===== config.mk =====
export PLATFORM = sky130hd
export DESIGN_NAME = bcd_converter
export DESIGN_NICKNAME = d
export VERILOG_FILES = /design/src/rtl/bcd_converter.sv
export SDC_FILE = /design/constraint.sdc
export NUM_CORES = 1
export LEC_CHECK = 0
export BUFFER_PORTS_ARGS = -buffer_cell sky130_fd_sc_hd__buf_4
export CORE_MARGIN = 2
export CORE_UTILIZATION = 35
export CTS_CLUSTER_SIZE = 28
export DETAILED_ROUTE_END_ITERATION = 12
export PLACE_DENSITY = 0.58
export SLEW_MARGIN = 15
export SYNTH_ARGS = -nofsm -noshare
export SYNTH_HDL_FRONTEND = slang
export SYNTH_SLANG_ARGS = --single-unit

===== constraint.sdc =====
create_clock -name clk -period 1.6 [get_ports clk]
set_clock_uncertainty 0.2 [all_clocks]
set_input_delay 0.16 -clock clk [delete_from_list [all_inputs] [get_ports clk]]
set_output_delay 0.16 -clock clk [all_outputs]
set_load 0.03 [all_outputs]

===== src/rtl/bcd_converter.sv =====
`default_nettype none
// ============================================================================
//  Module      : bcd_converter
//  Description : Converts an 8-bit unsigned operand into three display digits.
//                Decimal mode runs a serial double-dabble (shift-and-add-3)
//                over 8 clocks; hex mode splits the operand into nibbles in
//                a single clock. The digit outputs are registered and only
//                change on the final load edge, so a downstream scan stage
//                never sees intermediate values.
//  Revision    : 1.0 - initial release
// ----------------------------------------------------------------------------
//  Ports
//    clk       in   1  rising-edge clock
//    reset_n   in   1  asynchronous active-low reset
//    start     in   1  conversion request, accepted only while idle
//    value     in   8  unsigned binary operand, captured on acceptance
//    hex_mode  in   1  1 = hex digits, 0 = decimal digits, captured with value
//    digitL    out  4  hundreds (decimal) or 0 (hex)
//    digitM    out  4  tens (decimal) or value[7:4] (hex)
//    digitR    out  4  ones (decimal) or value[3:0] (hex)
//    busy      out  1  high while a conversion is in progress
//    done      out  1  one-cycle pulse when new digits first appear
// ============================================================================
module bcd_converter (
  input  logic       clk,
  input  logic       reset_n,
  input  logic       start,
  input  logic [7:0] value,
  input  logic       hex_mode,
  output logic [3:0] digitL,
  output logic [3:0] digitM,
  output logic [3:0] digitR,
  output logic       busy,
  output logic       done
);

  typedef enum logic [1:0] {
    IDLE  = 2'd0,
    SHIFT = 2'd1,
    LOAD  = 2'd2
  } state_t;

  state_t      state;
  state_t      state_next;

  // [19:8] hold the hundreds/tens/ones BCD nibbles, [7:0] the binary operand
  // still to be shifted in.
  logic [19:0] shift_reg;
  logic [19:0] shift_adj;
  logic [2:0]  iter_cnt;

  // --------------------------------------------------------------------------
  // State register
  // --------------------------------------------------------------------------
  always_ff @(posedge clk or negedge reset_n) begin
    if (!reset_n) begin
      state <= IDLE;
    end else begin
      state <= state_next;
    end
  end

  // --------------------------------------------------------------------------
  // Next-state logic
  // --------------------------------------------------------------------------
  always_comb begin
    state_next = state;
    case (state)
      IDLE: begin
        if (start) begin
          state_next = hex_mode ? LOAD : SHIFT;
        end
      end
      SHIFT: begin
        // Counter value 7 marks the eighth iteration; leave without an
        // extra cycle.
        if (iter_cnt == 3'd7) begin
          state_next = LOAD;
        end
      end
      LOAD: begin
        state_next = IDLE;
      end
      default: begin
        state_next = IDLE;
      end
    endcase
  end

  // --------------------------------------------------------------------------
  // Double-dabble correction: every BCD nibble >= 5 gets +3 before the shift
  // so that it carries correctly into the next decade after doubling.
  // --------------------------------------------------------------------------
  always_comb begin
    shift_adj = shift_reg;
    for (int i = 0; i < 3; i++) begin
      if (shift_reg[8 + 4*i +: 4] >= 4'd5) begin
        shift_adj[8 + 4*i +: 4] = shift_reg[8 + 4*i +: 4] + 4'd3;
      end
    end
  end

  // --------------------------------------------------------------------------
  // Datapath and registered outputs
  // --------------------------------------------------------------------------
  always_ff @(posedge clk or negedge reset_n) begin
    if (!reset_n) begin
      shift_reg <= 20'd0;
      iter_cnt  <= 3'd0;
      digitL    <= 4'd0;
      digitM    <= 4'd0;
      digitR    <= 4'd0;
      done      <= 1'b0;
    end else begin
      done <= 1'b0;
      case (state)
        IDLE: begin
          if (start) begin
            // Hex operands are placed directly into the digit field so the
            // LOAD step is identical for both modes.
            shift_reg <= hex_mode ? {4'd0, value, 8'd0} : {12'd0, value};
            iter_cnt  <= 3'd0;
          end
        end
        SHIFT: begin
          shift_reg <= shift_adj << 1;
          iter_cnt  <= iter_cnt + 3'd1;
        end
        LOAD: begin
          digitL <= shift_reg[19:16];
          digitM <= shift_reg[15:12];
          digitR <= shift_reg[11:8];
          done   <= 1'b1;
        end
        default: begin
          done <= 1'b0;
        end
      endcase
    end
  end

  assign busy = (state != IDLE);

endmodule
`default_nettype wire


-- Yosys cells after proc, flatten, opt, wreduce, memory -nomap -nowiden
Index checks and enable logic that the tools add are counted.
W data, S select, Z words.
- word-level logic and storage cells: 37
- bits of input ports: 12
- output and inout port bits: 14
- register bits after elaboration: 38
- mux-type cells: 13
- order comparisons: 3
- reductions and logical operators: 5
- equal/unequal tests: 5
- add/subtract/negate cells: 4
- operators by type and width (cell ; count):
    $pmux W20 S2 ; 1
    $mux W20 ; 1
    $mux W16 ; 1
    $ge A4 B3 Y1 const B ; 3
    $add A4 B2 Y4 const B ; 2
    $mux W4 ; 2
    $mux W2 ; 3
    $mux W3 ; 2
    $pmux W3 S2 ; 1
    $ne A2 B2 Y1 const B ; 2
    $pmux W2 S2 ; 1
    $reduce_and A2 Y1 ; 2
    $reduce_bool A2 Y1 ; 2
    $add A3 B1 Y3 const B ; 1
    $add A3 B2 Y3 const B ; 1
    $eq A3 B3 Y1 const B ; 1
    $eq A2 B1 Y1 const B ; 1
    $eq A2 B2 Y1 const B ; 1
    $logic_not A2 Y1 ; 1
    $mux W1 ; 1

-- Longest topological paths before layout
- depth in word-level cells: 3
- gate-level depth with buffers: 6
- gate-level depth less buffers: 6

-- Least setup slack after synthesis
OpenSTA, ideal clock, no wires.
- path type: reg2reg
- start: register shift_reg[12]
- end: register shift_reg[14]
- required time: 1323 ps
- path buffers: 0
- stages on the path, launching flop included: 7
- arrival: 1397 ps
- setup time: 77 ps
- clock period less this slack: 1675 ps
- path slack: -75 ps
- cells stage by stage: dfrtp_1 > inv_1 > ha_1 > nand2b_1 > a21oi_2 > mux2_2 > a21oi_1
- cells in the longest elaborated chain, start to end: 3
- elaborated cells between the ends (all ways): 4
- classes of those cells: 1 x add/sub; 1 x order compare; 2 x mux
- ends and longest elaborated chain (element ; line ; source):
    start: declaration ; 48 ; logic [19:0] shift_reg;
    start signal: assignment ; 121 ; shift_reg <= hex_mode ? {4'd0, value, 8'd0} : {12'd0, value};
    start signal: assignment ; 126 ; shift_reg <= shift_adj << 1;
    $add A4 B2 Y4 / $ge A4 B3 Y1 (equally long branches) ; 98, 97 ;
    $mux W4 * ; 97 ; if (shift_reg[8 + 4*i +: 4] >= 4'd5) begin
    $pmux W20 S2 * ; 116 ; case (state)
Every way passes the cells marked *; elsewhere a longest branch is shown, timed or not.
A chain may end at the register's enable or synchronous reset.

-- Worst setup path after layout
- start: register shift_reg[13]
- end: register shift_reg[14]
The elaborated chain is that of the path after synthesis.

==> results.json <==
{
  "dieArea_um2": 6380,
  "p_leak_nw": 1.26,
  "yosysWarnings": 0,
  "cts_made_buffers": 5,
  "mostFrequentLayoutCells": "buf_4, dfrtp_1, nand2_1",
  "syn_area_um2": 2010,
  "yosysTopAreaCell": "dfrtp_1",
  "largest_reg_flops": 20,
  "crit_required_ns": 1.62,
  "peakVddDrop_mv": 0.874,
  "maxCapViolCount": 0,
  "avgRoutedWirePerCell_um": 14.3,
  "crit_type": "flop to flop",
  "die_w_um": 79.9,
  "fill_cells": 522,
  "grt_use_total_pct": 14.4,
  "overflow": 0,
  "worstSetupStartpointType": "flop",
  "syn_avg_cell_area_um2": 11.0,
  "synth_cells": 183,
  "endpoint": "shift_reg[14]",
  "final_common_cell": "buf_4",
  "finalHoldViolations": 0,
  "core-area_um2": 5540,
  "reg2reg_to": "shift_reg[14]",
  "antennaDiodeCount": 0,
  "hp-class": "input port to flop",
  "yosys-top-cells-area": "dfrtp_1, ha_1, mux2_4, a22oi_2, o21ai_2",
  "fmax_mhz": 635,
  "root_buffer": "clkbuf_8",
  "drtPass1Iterations": 4,
  "gp_congestion": 0.776,
  "relSlewSlack_pct": 66.8,
  "met1_length_mm": 2.23,
  "cts_tree": "built",
  "worstSetupEndpointType": "flop",
  "period_minus_slack_ns": 1.58,
  "place_hpwl_mm": 2.81,
  "startpoint": "shift_reg[13]",
  "dr_wl_met3_um": 218,
  "r2r_setup_slack_ns": 0.02,
  "postRouteAntennaNets": 0,
  "final_nets": 260,
  "drt-vias-per-instance": 5.00,
  "crit_fanout": 3,
  "min_period_over_period_pct": 98.5,
  "drt-total-wl_mm": 4.46,
  "clock_latency_ns": 0.29,
  "synth.distinct_cells": 41,
  "synth_top_area_share_pct": 47.2,
  "rows": 27,
  "status": "completed",
  "cts_sinks": 38,
  "grt_pass1_wl_mm": 7.06,
  "power.density_nw_per_um2": 2170,
  "ys_seq_area_share_pct": 47.2,
  "highest_layer": "met4",
  "tns_ns": 0,
  "r2r_start": "shift_reg[13]",
  "finalPower_mw": 5.95,
  "first_global_vias": 1429,
  "rsz0062_at_grt": "yes",
  "final_layout_size_suffix_gt1_share_pct": 46.9,
  "cts_buffer_depth": 2,
  "synthToLayoutAreaGrowth_pct": 36.1,
  "final-setup-viol-count": 0,
  "finalMaxSlewViolations": 0,
  "ctsHtreeMaxLevel": 2,
  "final_area_um2": 2740,
  "wl_met2_mm": 1.96,
  "antenna_found_initial": 0,
  "dpl.cell_count": 287,
  "synth_seq_cells": 38,
  "synthesis.nets": 203,
  "grt_start_max_net_pins": 39,
  "final_cells": 311,
  "cp_data_arrival_time_ns": 1.59,
  "clk_pin_slew_worst_paths_ns": 0.07,
  "io_pins": 26,
  "tightest_slew_ns": 0.498,
  "port-buffer-count": 25,
  "place_area_um2": 2400,
  "start_util_pct": 36.4,
  "drc_errors": 0,
  "worstRegToRegCells": 6,
  "die_h_um": 79.9,
  "vias": 1555,
  "drt-initial-drc-count": 92
}
critical path: stages, from the launching register on:
cell and delay (ns):
dfrtp_1 0.37, inv_2 0.08, ha_4 0.16, nand2b_4 0.14
a21oi_4 0.13, mux2_4 0.31, a21oi_2 0.11
cell families after synthesis:
family,synth area share [%]
compound gates,20.9
xor+xnor,1.74
fa+ha+maj,4.97
buf+inv,6.40
flops,47.2
mux,5.59
simple gates,13.2
layer usage:
| metal | vias to the layer above | GRT usage [%] |
|---|---|---|
| met5 | - | 0 |
| li1 | 757 | - |
| met4 | 0 | 5.08 |
| met2 | 45 | 21.2 |
| met3 | 6 | 3.73 |
| met1 | 747 | 20.5 |
report_power, final:
group	switching, mW	internal [mW]
Sequential	0.399	1.40
Clock	0.317	0.332
Combinational	1.74	1.76
Total	2.46	3.49
metrics by stage:
stage,hold WS (ns),utilization [%],worst slack (ns)
final,0.0802,49.5,0.0246
after global routing,0.110,49.5,-0.0416
after CTS,0.0701,48.1,0.00394
after detailed placement,-0.0340,43.3,-0.0441
after global placement,-0.0334,43.3,0.00872
after floorplan,-0.336,-,-0.00433
Yosys cell counts, drive strengths merged:
library cell	n
xor2	1
mux2	8
o22ai	3
a2bb2oi	1
and3	2
nor2b	3
or2	1
a22oi	9
ha	8
and4b	1
nor2	5
buf	10
nand2	24
nor3b	1
inv	9
nor3	4
dfrtp	38
o31ai	1
nand3	2
a32oi	2
a21oi	10
o21ai	27
o311ai	1
a22o	2
nand2b	5
a31oi	2
xnor2	3
how the worst min path moves through the flow:
stage / endpoint / startpoint / depth (start not counted)
after global placement: state[1] / reset_n / 1
after detailed placement: iter_cnt[1] / reset_n / 1
after floorplan: digitL[0] / reset_n / 0
final: shift_reg[0] / hex_mode / 4
after CTS: shift_reg[0] / hex_mode / 4
after global routing: shift_reg[0] / hex_mode / 4
what timing repair did:
item	CTS	global route
hold buffers	10	0
pin swaps	1	6
setup buffers	4	4
resized for setup	11	10
hold endpoints to repair	47	0
gates cloned	0	1
setup endpoints to repair	3	20
final cells by class:
type | count | area [µm²] | share of cell area [%]
well taps | 72 | 90.1 | 3.29
inverters | 9 | 33.8 | 1.23
repair buffers | 60 | 529 | 19.3
multi-input cells | 126 | 1050 | 38.3
flip-flops and latches | 38 | 955 | 34.8
clock buffers | 6 | 82.6 | 3.01
No activity file was read; power rests on OpenSTA's default activity.
